<file path="src/rtl/canny_frame_sequencer.sv">
// Frame sequencer for the Canny pipeline: input gating, flush-line injection and output tracking.
// Defining FRAME_TIMEOUT_EN adds a drain watchdog that aborts a frame whose output stalls.
module canny_frame_sequencer #(
  parameter int unsigned IMG_WIDTH      = 512,
  parameter int unsigned IMG_HEIGHT     = 512,
  parameter int unsigned FLUSH_LINES    = 10,
  parameter int unsigned OUT_PIXELS     = 262144,
  parameter int unsigned TIMEOUT_CYCLES = 65535
) (
  input  logic       i_clk,
  input  logic       i_rst,
  input  logic       i_start,
  input  logic       s_valid,
  input  logic [7:0] s_data,
  output logic       s_ready,
  output logic       o_pix_valid,
  output logic [7:0] o_pix_data,
  input  logic       i_pipe_full,
  input  logic       i_out_valid,
  input  logic       i_out_ready,
  output logic       o_out_last,
  output logic       o_busy,
  output logic       o_intr,
  output logic       o_frame_done,
  output logic       o_overrun,
  output logic       o_timeout
);

  localparam int unsigned FlushTotal = FLUSH_LINES * IMG_WIDTH;
  localparam int unsigned ColW   = (IMG_WIDTH > 1) ? $clog2(IMG_WIDTH) : 1;
  localparam int unsigned RowW   = (IMG_HEIGHT > 1) ? $clog2(IMG_HEIGHT) : 1;
  localparam int unsigned FlushW = (FlushTotal > 0) ? $clog2(FlushTotal + 1) : 1;
  localparam int unsigned OutW   = (OUT_PIXELS > 0) ? $clog2(OUT_PIXELS + 1) : 1;

  localparam logic [ColW-1:0]   ColLast   = ColW'(IMG_WIDTH - 1);
  localparam logic [RowW-1:0]   RowLast   = RowW'(IMG_HEIGHT - 1);
  localparam logic [FlushW-1:0] FlushLast = FlushW'(FlushTotal - 1);
  localparam logic [OutW-1:0]   OutFull   = OutW'(OUT_PIXELS);
  localparam logic [OutW-1:0]   OutLast   = OutW'(OUT_PIXELS - 1);

  localparam logic [1:0] StIdle   = 2'd0;
  localparam logic [1:0] StStream = 2'd1;
  localparam logic [1:0] StFlush  = 2'd2;
  localparam logic [1:0] StDrain  = 2'd3;

  logic [1:0]        state_q, state_d;
  logic [ColW-1:0]   col_q, col_d;
  logic [RowW-1:0]   row_q, row_d;
  logic [FlushW-1:0] flush_q, flush_d;
  logic [OutW-1:0]   out_q, out_d;
  logic              pix_valid_q, pix_valid_d;
  logic [7:0]        pix_data_q, pix_data_d;
  logic              intr_q, intr_d;
  logic              busy_q, busy_d;
  logic              done_q, done_d;
  logic              overrun_q, overrun_d;

  logic accept, flush_emit, out_hs, out_full, col_last, row_last;

  assign s_ready    = (state_q == StStream) && !i_pipe_full;
  assign accept     = s_valid && s_ready;
  assign flush_emit = (state_q == StFlush) && !i_pipe_full;
  assign out_hs     = i_out_valid && i_out_ready;
  assign out_full   = (out_q == OutFull);
  assign col_last   = (col_q == ColLast);
  assign row_last   = (row_q == RowLast);
  assign o_out_last = i_out_valid && (out_q == OutLast) && (state_q != StIdle);

`ifdef FRAME_TIMEOUT_EN
  localparam int unsigned WdW = (TIMEOUT_CYCLES > 0) ? $clog2(TIMEOUT_CYCLES + 1) : 1;
  localparam logic [WdW-1:0] WdLast = WdW'(TIMEOUT_CYCLES - 1);

  logic [WdW-1:0] wd_q, wd_d;
  logic           timeout_q, timeout_d;
`endif

  always_comb begin
    state_d     = state_q;
    col_d       = col_q;
    row_d       = row_q;
    flush_d     = flush_q;
    out_d       = out_q;
    pix_valid_d = 1'b0;
    pix_data_d  = pix_data_q;
    intr_d      = 1'b0;
    done_d      = 1'b0;
    overrun_d   = overrun_q;
`ifdef FRAME_TIMEOUT_EN
    wd_d        = '0;
    timeout_d   = timeout_q;
`endif

    // Output beats are tracked independently of the input side; a beat with no room is an overrun.
    if (out_hs) begin
      if ((state_q == StIdle) || out_full) begin
        overrun_d = 1'b1;
      end else begin
        out_d = out_q + 1'b1;
      end
    end

    case (state_q)
      StIdle: begin
        if (i_start) begin
          col_d     = '0;
          row_d     = '0;
          flush_d   = '0;
          out_d     = '0;
          overrun_d = 1'b0;
`ifdef FRAME_TIMEOUT_EN
          timeout_d = 1'b0;
`endif
          state_d   = StStream;
        end
      end
      StStream: begin
        if (accept) begin
          pix_valid_d = 1'b1;
          pix_data_d  = s_data;
          if (col_last) begin
            col_d  = '0;
            intr_d = 1'b1;
            if (row_last) begin
              state_d = (FlushTotal == 0) ? StDrain : StFlush;
            end else begin
              row_d = row_q + 1'b1;
            end
          end else begin
            col_d = col_q + 1'b1;
          end
        end
      end
      StFlush: begin
        if (flush_emit) begin
          pix_valid_d = 1'b1;
          pix_data_d  = 8'h00;
          flush_d     = flush_q + 1'b1;
          if (flush_q == FlushLast) begin
            state_d = StDrain;
          end
        end
      end
      StDrain: begin
        if (out_d == OutFull) begin
          done_d  = 1'b1;
          state_d = StIdle;
`ifdef FRAME_TIMEOUT_EN
        end else if (!out_hs) begin
          if (wd_q == WdLast) begin
            timeout_d = 1'b1;
            done_d    = 1'b1;
            state_d   = StIdle;
          end else begin
            wd_d = wd_q + 1'b1;
          end
`endif
        end
      end
      default: state_d = StIdle;
    endcase

    busy_d = (state_d != StIdle);
  end

  always_ff @(posedge i_clk or posedge i_rst) begin
    if (i_rst) begin
      state_q     <= StIdle;
      col_q       <= '0;
      row_q       <= '0;
      flush_q     <= '0;
      out_q       <= '0;
      pix_valid_q <= 1'b0;
      pix_data_q  <= 8'h00;
      intr_q      <= 1'b0;
      busy_q      <= 1'b0;
      done_q      <= 1'b0;
      overrun_q   <= 1'b0;
    end else begin
      state_q     <= state_d;
      col_q       <= col_d;
      row_q       <= row_d;
      flush_q     <= flush_d;
      out_q       <= out_d;
      pix_valid_q <= pix_valid_d;
      pix_data_q  <= pix_data_d;
      intr_q      <= intr_d;
      busy_q      <= busy_d;
      done_q      <= done_d;
      overrun_q   <= overrun_d;
    end
  end

`ifdef FRAME_TIMEOUT_EN
  always_ff @(posedge i_clk or posedge i_rst) begin
    if (i_rst) begin
      wd_q      <= '0;
      timeout_q <= 1'b0;
    end else begin
      wd_q      <= wd_d;
      timeout_q <= timeout_d;
    end
  end

  assign o_timeout = timeout_q;
`else
  assign o_timeout = 1'b0;
`endif

  assign o_pix_valid  = pix_valid_q;
  assign o_pix_data   = pix_data_q;
  assign o_intr       = intr_q;
  assign o_busy       = busy_q;
  assign o_frame_done = done_q;
  assign o_overrun    = overrun_q;

endmodule
</file>
<file path="config.mk">
export PLATFORM = sky130hd
export DESIGN_NAME = canny_frame_sequencer
export DESIGN_NICKNAME = d
export VERILOG_FILES = /design/src/rtl/canny_frame_sequencer.sv
export SDC_FILE = /design/constraint.sdc
export NUM_CORES = 1
export LEC_CHECK = 0
export ABC_CLOCK_PERIOD_IN_PS = 3100
export CORE_ASPECT_RATIO = 1.25
export CORE_MARGIN = 4
export CORE_UTILIZATION = 38
export DETAILED_ROUTE_END_ITERATION = 12
export GPL_TIMING_DRIVEN = 0
export SYNTH_ARGS = -nofsm -noshare
export SYNTH_HDL_FRONTEND = slang
export SYNTH_SLANG_ARGS = --single-unit
</file>
<file path="constraint.sdc">
create_clock -name i_clk -period 3.1 [get_ports i_clk]
set_clock_uncertainty 0.2 [all_clocks]
set_input_delay 0.465 -clock i_clk [delete_from_list [all_inputs] [get_ports i_clk]]
set_output_delay 0.465 -clock i_clk [all_outputs]
set_load 0.05 [all_outputs]
</file>
==> Word level (Yosys, flattened, before mapping) <==
Cells that the tools add are included.
{ "word_totals": {"register_bits": 65, "output_inout_bits": 16, "elab_cells": 85} }
{ "classes": {"n_addsub": 4, "n_eq_ne": 14, "n_mux": 38, "n_reduce_logical": 18} }
{ "op_table": {"columns": ["operator", "n"], "rows": [
  ["$mux W19", 4],
  ["$mux W9", 6],
  ["$eq A19 B19 Y1 const B", 2],
  ["$pmux W9 S2", 2],
  ["$mux W13", 2],
  ["$pmux W13 S2", 1],
  ["$add A19 B1 Y19 const B", 1],
  ["$eq A19 B18 Y1 const B", 1],
  ["$add A9 B1 Y9 const B", 2],
  ["$eq A9 B9 Y1 const B", 2],
  ["$mux W8", 2],
  ["$pmux W8 S2", 1],
  ["$mux W2", 7],
  ["$add A13 B1 Y13 const B", 1],
  ["$eq A13 B13 Y1 const B", 1],
  ["$mux W1", 11],
  ["$ne A2 B2 Y1 const B", 5],
  ["$reduce_bool A2 Y1", 5],
  ["$reduce_and A3 Y1", 3],
  ["$pmux W2 S4", 1],
  ["$logic_and A1 B1 Y1", 6],
  ["$reduce_and A5 Y1", 1],
  ["$eq A2 B2 Y1 const B", 2],
  ["$eq A2 B1 Y1 const B", 1],
  ["other kinds (4)", 4]
]} }

==> Logic depth before layout (Yosys ltp) <==
Gate-level depths: netlist (run 1).
{ "logic_depth": {"depth_word": 8, "mapped_depth": 10, "ltp_nobuf": 10} }

==> Worst setup path before layout (run 1) <==
No wires, ideal clock.
{ "synth_timing": {"path_type": "reg2out", "from": "reg out_q[0]", "to": "out o_out_last", "arrival_ns": 2.717, "t_required_ns": 2.435, "setup_slack_ns": -0.282, "stages_incl_launch_ff": 6, "cell_sequence": "dfrtp_1 -> ha_1 -> nand4_1 -> nor3_2 -> nand2_1 -> nor4b_1"} }
{ "synth_via": {"elab_chain_len": 3} }
{ "synth_rtl": {"columns": ["element", "line_no", "rtl"], "rows": [
  ["start: declaration", "50", "logic [OutW-1:0] out_q, out_d;"],
  ["start signal: assignment", "183", "out_q <= out_d;"],
  ["$eq A19 B18 Y1", "67", "assign o_out_last = i_out_valid && (out_q == OutLast) && (state_q != StIdle);"],
  ["$logic_and A1 B1 Y1 (2 in series)", "67", null],
  ["end: declaration", "21", "output logic o_out_last,"]
]} }
No other way between the ends.

==> Worst setup path after layout (run 1) <==
{ "layout_timing": {"from": "in i_out_valid", "to": "reg state_q[0]"} }
{ "layout_via": {"elab_chain_len": 5} }
{ "layout_rtl": {"columns": ["element", "line_no", "rtl"], "rows": [
  ["start: declaration", "19", "input logic i_out_valid,"],
  ["$logic_and A1 B1 Y1", "63", "assign out_hs = i_out_valid && i_out_ready;"],
  ["$mux W19", "94", "if (out_hs) begin"],
  ["$eq A19 B19 Y1", "144", "if (out_d == OutFull) begin"],
  ["$mux W2", "144", null],
  ["$pmux W2 S4", "102", "case (state_q)"],
  ["via state_d[0]", "46", "logic [1:0] state_q, state_d;"],
  ["end signal: assignment", "167", "state_q <= StIdle;"],
  ["end signal: assignment", "179", "state_q <= state_d;"],
  ["end: declaration", "46", null]
]} }
The timed path passes the listed nets, and every way through them passes these cells.
A chain may end at the register's enable or synchronous reset.

==> reports/results.tsv, run 1 <==
stage	metric	value	unit
sta	grt_setup_unrepaired	false	
routing	totalWireLength	8.393	mm
worst_setup_path	crit_family	simple AND/OR/NAND/NOR gates	
grt	track_usage	15.22	%
floorplanning	rows	40	
place	hpwlAfterDp	5.925	mm
sta	setup_slack	0.1041	ns
sta	maxSlewViolCount	0	
grt	busiest_layer	met2	
cells_and_area	area_growth	20.43	%
routing	dr.pass1.iters	4	
worst_setup_path	path_max_fanout	9	
worst_setup_path	startpoint_type	primary input	
routing	drc	0	
sta	setup_viol	0	
cells_and_area	filler_cell_count	919	
grt	grt_max_degree	66	
synthesis	netlist_instances	430	
run_status	status	complete, no violations	
place	dp_slack	-0.3551	ns
sta	tightestPinTransition	0.8174	ns
hold_path	hp-class	reg -> reg	
routing	drt_iter0_markers	93	
worst_setup_path	critical_path_class	in -> reg	
sta	finalSetupTns	0	ns
cells_and_area	drive_gt1_share	8.595	%
sta	relSlewSlack	45.51	%
floorplanning	dieHeight	119.7	µm
clock_network	cts.sinks	65	
worst_setup_path	cp_num_buf_inv	3	
clock_network	postCtsHoldBufs	0	
grt	grt_pass1_vias	2936	
place	dpl_cell_area	4238	µm²
clock_network	cts_root_buffer	clkbuf_16	
clock_network	numCtsBuffers	9	
clock_network	clockBufferDepth	2	
sta	fmax	333.8	MHz
sta	fin_hold_ws	0.2795	ns
worst_setup_path	slowest_stage	clkdlybuf4s50_1	
synthesis	netlist-cell-type-count	59	
cells_and_area	nNetsFinal	499	
floorplanning	core_area	9659	µm²
worst_setup_path	worstSetupEndpointType	flop	
clock_network	htree_num_levels	3	
sta	period_share	96.64	%
grt	grtUsageMet1	19.90	%
routing	via_per_inst	5.206	
job	cap_violations	0	
clock_network	path_clk_slew	0.06	ns
grt	grt_util_met2	24.40	%
floorplanning	initial_utilization	39.25	%
cells_and_area	finalInstanceArea	4566	µm²
sta	finalHoldViolCount	0	
floorplanning	io_pins	31	
synthesis	syn_area	3791	µm²
grt	grt_pass1_wl	14.38	mm
worst_setup_path	worstPathArrival	3.02	ns
floorplanning	die_area	11650	µm²
grt	antenna_found_initial	0	
worst_setup_path	cp_common_cell	buf_4	
worst_setup_path	path_cells	clkdlybuf4s50_1 -> and3b_1 -> buf_4 -> nand3_1 -> or4b_1 -> o211ai_1 -> nor4b_4 -> nand4_1 -> buf_4 -> a31o_1	
grt	gr-total-overflow	0	
worst_setup_path	cp_slowest_stage_delay	0.62	ns
floorplanning	die_x	97.34	µm
place	io_buffers	28	
synthesis	ys_seq_elements	65	
place	dp.cells	584	
synthesis	yosys_warnings	0	
place	gp_congestion	0.8815	
routing	routed-via-count	3139	
synthesis	synth.net_count	457	
power_and_ir_drop	power_density	672.0	nW/µm²
routing	wl_per_cell	13.92	µm
sta	fin_crit	2.996	ns
routing	ant_nets	0	
clock_network	cts_tree	built	
grt	grt.met3_usage	4.186	%
cells_and_area	antenna_cells	0	
synthesis	async_flop_share	100.0	%
cells_and_area	fin_cells	603	
power_and_ir_drop	p_leak	2.024	nW
synthesis	synth-edff-count	0	
power_and_ir_drop	total_power	3.068	mW
power_and_ir_drop	vdd_drop_max	0.5203	mV
synthesis	synth.avg_cell_area	8.817	µm²
clock_network	clk_latency	0.34	ns
worst_setup_path	required	3.13	ns
synthesis	ys_seq_area_share	42.90	%
synthesis	ys_dominant_reg_cell	dfrtp_1	
cells_and_area	final_core_util	47.27	%
per-layer routing:
metal / part of all wire, % / vias up / wire (µm)
met5: 0 / - / 0
met4: 1.7 / 0 / 140
met3: 4.4 / 12 / 370
met2: 48 / 50 / 3999
met1: 46 / 1485 / 3883
li1: - / 1592 / -
what timing repair did:
item	in CTS	in global routing
endpoints found under the hold margin	0	0
pin swaps	2	1
buffers inserted	1	2
endpoints found under the setup margin	2	7
gates resized for setup	6	6
sequential cells by signal, indices dropped and copies added, names as in the netlist:
signal / count
col_q: 9
flush_q: 13
o_busy: 1
o_frame_done: 1
o_intr: 1
o_overrun: 1
o_pix_data: 8
o_pix_valid: 1
out_q: 19
row_q: 9
state_q: 2
synth_stat cells, drive strengths merged, types with 4 or more instances:
library cell  count  area (µm²)
dfrtp            65        1627
nor2             55       206.5
nand2            45       168.9
o21ai            33       165.2
inv              23       86.33
nand3            18       90.09
xor2             18       157.7
nand4            16       115.1
and3             15       93.84
buf              12       77.57
clkbuf           12       45.04
ha               12       150.1
xnor2            12       105.1
a21oi            11       58.81
a22o              9       78.83
nor3              6       35.03
nor4              6       37.54
o211ai            5       37.54
and4              4       37.54
nand2b            4       25.02
or3               4       25.02
cell type report:
cell class	count	area [µm²]	area share (%)
buffer	24	125.1	2.740
clock buffer	10	239.0	5.234
clock inverter	6	43.79	0.9592
inverter	23	88.84	1.946
multi-input combinational	318	1987	43.52
sequential	65	1627	35.63
tap	126	157.7	3.453
timing repair buffer	31	297.8	6.522
path summary, 6_finish.rpt:
path	startpoint	to	slack, ns	cells past startpoint
min in group asynchronous	i_rst	flush_q[9]	0.44	2
worst max register to register	state_q[0]	state_q[0]	0.16	11
max in group asynchronous	i_rst	flush_q[1]	1.72	2
worst max-delay path	i_out_valid	state_q[0]	0.10	10
worst min register to register	col_q[7]	col_q[7]	0.28	1
worst min-delay path	col_q[7]	col_q[7]	0.28	1
power by group:
part / leakage, nW / total, mW / internal (mW) / switching, mW
Combinational: 1.01 / 1.07 / 0.373 / 0.698
Clock: 0.127 / 0.948 / 0.562 / 0.386
Sequential: 0.884 / 1.05 / 0.958 / 0.0903
logic make-up (layout without fill, tap and decap cells):
kind of cell	count (synthesis)	after routing	share of synthesized area, %
AOI/OAI and AO/OA	82	82	14.16
xor gates and xnor gates	30	30	6.931
adders and majority gates	12	12	3.960
buffers and inverters	47	94	5.511
DFF	65	65	42.90
muxes	2	2	0.5281
other	1	1	0.09891
and+or+nand+nor	191	191	25.91
placed cells by master, fill, tap and decap left out, types with 5 or more instances in the layout:
| cell | netlist | routed |
|---|---|---|
| clkbuf_16 | 0 | 9 |
| nand4_1 | 15 | 15 |
| o21ai_0 | 32 | 32 |
| xnor2_1 | 12 | 12 |
| and3_1 | 15 | 15 |
| a22o_1 | 9 | 9 |
| dfrtp_1 | 65 | 65 |
| nor3_1 | 5 | 5 |
| nor4_1 | 6 | 6 |
| inv_1 | 23 | 21 |
| o211ai_1 | 5 | 5 |
| xor2_1 | 18 | 18 |
| ha_1 | 12 | 11 |
| a21oi_1 | 10 | 10 |
| clkdlybuf4s50_1 | 0 | 27 |
| buf_4 | 3 | 7 |
| buf_2 | 5 | 5 |
| nand3_1 | 18 | 18 |
| nand2_1 | 45 | 45 |
| clkbuf_1 | 12 | 12 |
| nor2_1 | 55 | 55 |
(Power assumes the default switching activity.)
==> run 2, diff against run 1 <==
--- a/config.mk
+++ b/config.mk
@@ -9,6 +9,7 @@
 export CORE_ASPECT_RATIO = 1.25
 export CORE_MARGIN = 4
 export CORE_UTILIZATION = 38
+export CTS_BUF_LIST = sky130_fd_sc_hd__clkbuf_4 sky130_fd_sc_hd__clkbuf_8
 export DETAILED_ROUTE_END_ITERATION = 12
 export GPL_TIMING_DRIVEN = 0
 export SYNTH_ARGS = -nofsm -noshare
==> run 2 against run 1 <==
Effect of this change:
- sequential cell count did not move
- final area down 2.2%
- sequential power about the same
- non-clock buffer count did not move
- critical endpoint unchanged
- combinational power is essentially flat
- maximum frequency up 0.93%
- clock power is 31% lower
- final cell count is the same
- power fell by 9.5%
- via count about the same
- hold slack better by 0.0033 ns
- count of clock-buffer cells in the layout stayed put
==> reports/results.tsv, run 2 (synthesis gave the netlist of run 1 again) <==
stage	metric	value	unit
worst_setup_path	required	3.14	ns
sta	tightestPinTransition	0.8146	ns
floorplanning	dieHeight	119.7	µm
grt	track_usage	15.17	%
grt	grt_pass1_vias	2924	
worst_setup_path	path_max_fanout	9	
hold_path	hold_path_depth	1	
sta	fmax	336.9	MHz
place	hpwlAfterDp	5.925	mm
clock_network	cts.sinks	65	
worst_setup_path	ff2ff_setup_slack	0.14	ns
hold_path	hp-class	reg -> reg	
worst_setup_path	startpoint	i_out_valid	
worst_setup_path	critical_path_class	in -> reg	
clock_network	path_clk_slew	0.08	ns
cells_and_area	largestRegisters	out_q (19), flush_q (13)	
routing	drt_iter0_markers	117	
cells_and_area	largest_reg_flops	19	
worst_setup_path	worstSetupEndpointType	flop	
worst_setup_path	cp_num_buf_inv	3	
floorplanning	initial_utilization	39.25	%
place	gp_congestion	0.8815	
floorplanning	die_x	97.34	µm
worst_setup_path	crit_family	simple AND/OR/NAND/NOR gates	
worst_setup_path	rr_worst_depth	11	
clock_network	cts_root_buffer	clkbuf_8	
cells_and_area	area_growth	17.76	%
grt	gr-total-overflow	0	
sta	fin_crit	2.968	ns
clock_network	postCtsHoldBufs	0	
power_and_ir_drop	total_power	2.775	mW
cells_and_area	nNetsFinal	499	
worst_setup_path	regToRegStartpoint	state_q[1]	
routing	wl_per_cell	13.82	µm
cells_and_area	layout_commonest_cell	dfrtp_1	
job	cap_violations	0	
cells_and_area	final_cell_mix	dfrtp_1, nor2_1, nand2_1	
worst_setup_path	cp_common_cell	buf_4	
floorplanning	die_area	11650	µm²
clock_network	numCtsBuffers	9	
worst_setup_path	startpoint_type	primary input	
routing	drc	0	
sta	maxSlewViolCount	0	
clock_network	htree_num_levels	3	
floorplanning	rows	40	
floorplanning	io_pins	31	
sta	period_share	95.75	%
floorplanning	core_area	9659	µm²
worst_setup_path	slowest_stage	clkdlybuf4s50_1	
sta	relSlewSlack	45.69	%
cells_and_area	antenna_cells	0	
hold_path	hp-start	col_q[7]	
clock_network	cts_tree	built	
clock_network	clk_latency	0.35	ns
cells_and_area	filler_cell_count	931	
run_status	status	complete, no violations	
worst_setup_path	path_cells	clkdlybuf4s50_1 -> and3b_1 -> buf_4 -> nand3_1 -> or4b_1 -> o211ai_1 -> nor4b_4 -> nand4_1 -> buf_4 -> a31o_1	
worst_setup_path	cp_slowest_stage_delay	0.60	ns
sta	finalHoldViolCount	0	
routing	routed-via-count	3137	
sta	finalSetupTns	0	ns
clock_network	clockBufferDepth	2	
routing	ant_nets	0	
routing	dr.pass1.iters	4	
worst_setup_path	crit_end	state_q[0]	
worst_setup_path	worstPathArrival	3.01	ns
power_and_ir_drop	p_leak	1.978	nW
cells_and_area	regArea	1627	µm²
place	io_buffers	28	
worst_setup_path	cp.depth	10	
routing	via_per_inst	5.202	
grt	grt_pass1_wl	14.28	mm
worst_setup_path	r2r_end	state_q[0]	
grt	antenna_found_initial	0	
power_and_ir_drop	power_density	621.6	nW/µm²
grt	grt_max_degree	66	
sta	setup_viol	0	
routing	totalWireLength	8.336	mm
cells_and_area	largest_register	out_q	
cells_and_area	multi_input_area	1987	µm²
power_and_ir_drop	vdd_drop_max	0.4996	mV
cells_and_area	drive_gt1_share	8.595	%
## run 2: cell counts in the layout (fill, tap and decap cells not counted)
Identical to the previous run, type by type.
## run 2: final cells by class
type	count	share of cell area, %
Buffer	24	2.803
Clock buffer	10	3.083
Clock inverter	6	0.9809
Sequential cell	65	36.43
Multi-Input combinational cell	318	44.51
Timing Repair Buffer	31	6.670
Tap cell	126	3.531
Inverter	23	1.990
## run 2: worst min path at each step
| stage | endpoint |
|---|---|
| after detailed placement | col_q[7] |
| final | col_q[7] |
| after floorplan | col_q[7] |
| after global placement | col_q[7] |
| after global routing | col_q[8] |
| after CTS | col_q[7] |
## run 2: through the flow
step	setup WS (ns)	instance area (µm²)	hold WS (ns)	utilization, %	instances
global route	-0.006161	4464	0.3335	46.22	603
finish	0.1316	4464	0.2828	46.22	603
CTS	0.03099	4439	0.2880	45.96	601
detailed placement	-0.3551	4238	0.2698	43.87	584
global placement	-0.4867	4235	0.2704	43.85	584
floorplan	0.3848	3797	0.2424	-	430
## run 2: power by group
part           switching, mW  leakage (nW)  internal (mW)  total (mW)
clock                  0.345        0.0805          0.311       0.656
combinational          0.700          1.01          0.373        1.07
sequential            0.0897         0.884          0.957        1.05
total                   1.13          1.98           1.64        2.78
## run 2: routing by layer
metal  global-route usage [%]  wire length (µm)  up-vias
met5                        0                 0        -
met4                    7.013               170        0
met3                    3.314               353       12
met2                    24.18              4015       52
met1                    19.71              3796     1484
li1                         -                 -     1589
## run 2: repair_timing
| action | 4_1_cts | 5_1_grt |
|---|---|---|
| gates resized for setup | 6 | 6 |
| pin swaps | 2 | 1 |
| setup buffers | 1 | 2 |
| setup endpoints to repair | 2 | 7 |
==> run 3, diff against run 2 <==
--- a/config.mk
+++ b/config.mk
@@ -10,6 +10,7 @@
 export CORE_MARGIN = 4
 export CORE_UTILIZATION = 38
 export CTS_BUF_LIST = sky130_fd_sc_hd__clkbuf_4 sky130_fd_sc_hd__clkbuf_8
+export CTS_CLUSTER_DIAMETER = 50
 export DETAILED_ROUTE_END_ITERATION = 12
 export GPL_TIMING_DRIVEN = 0
 export SYNTH_ARGS = -nofsm -noshare
==> results of run 3 <==
Final layout, timing and power as in run 2 (identical DEF).
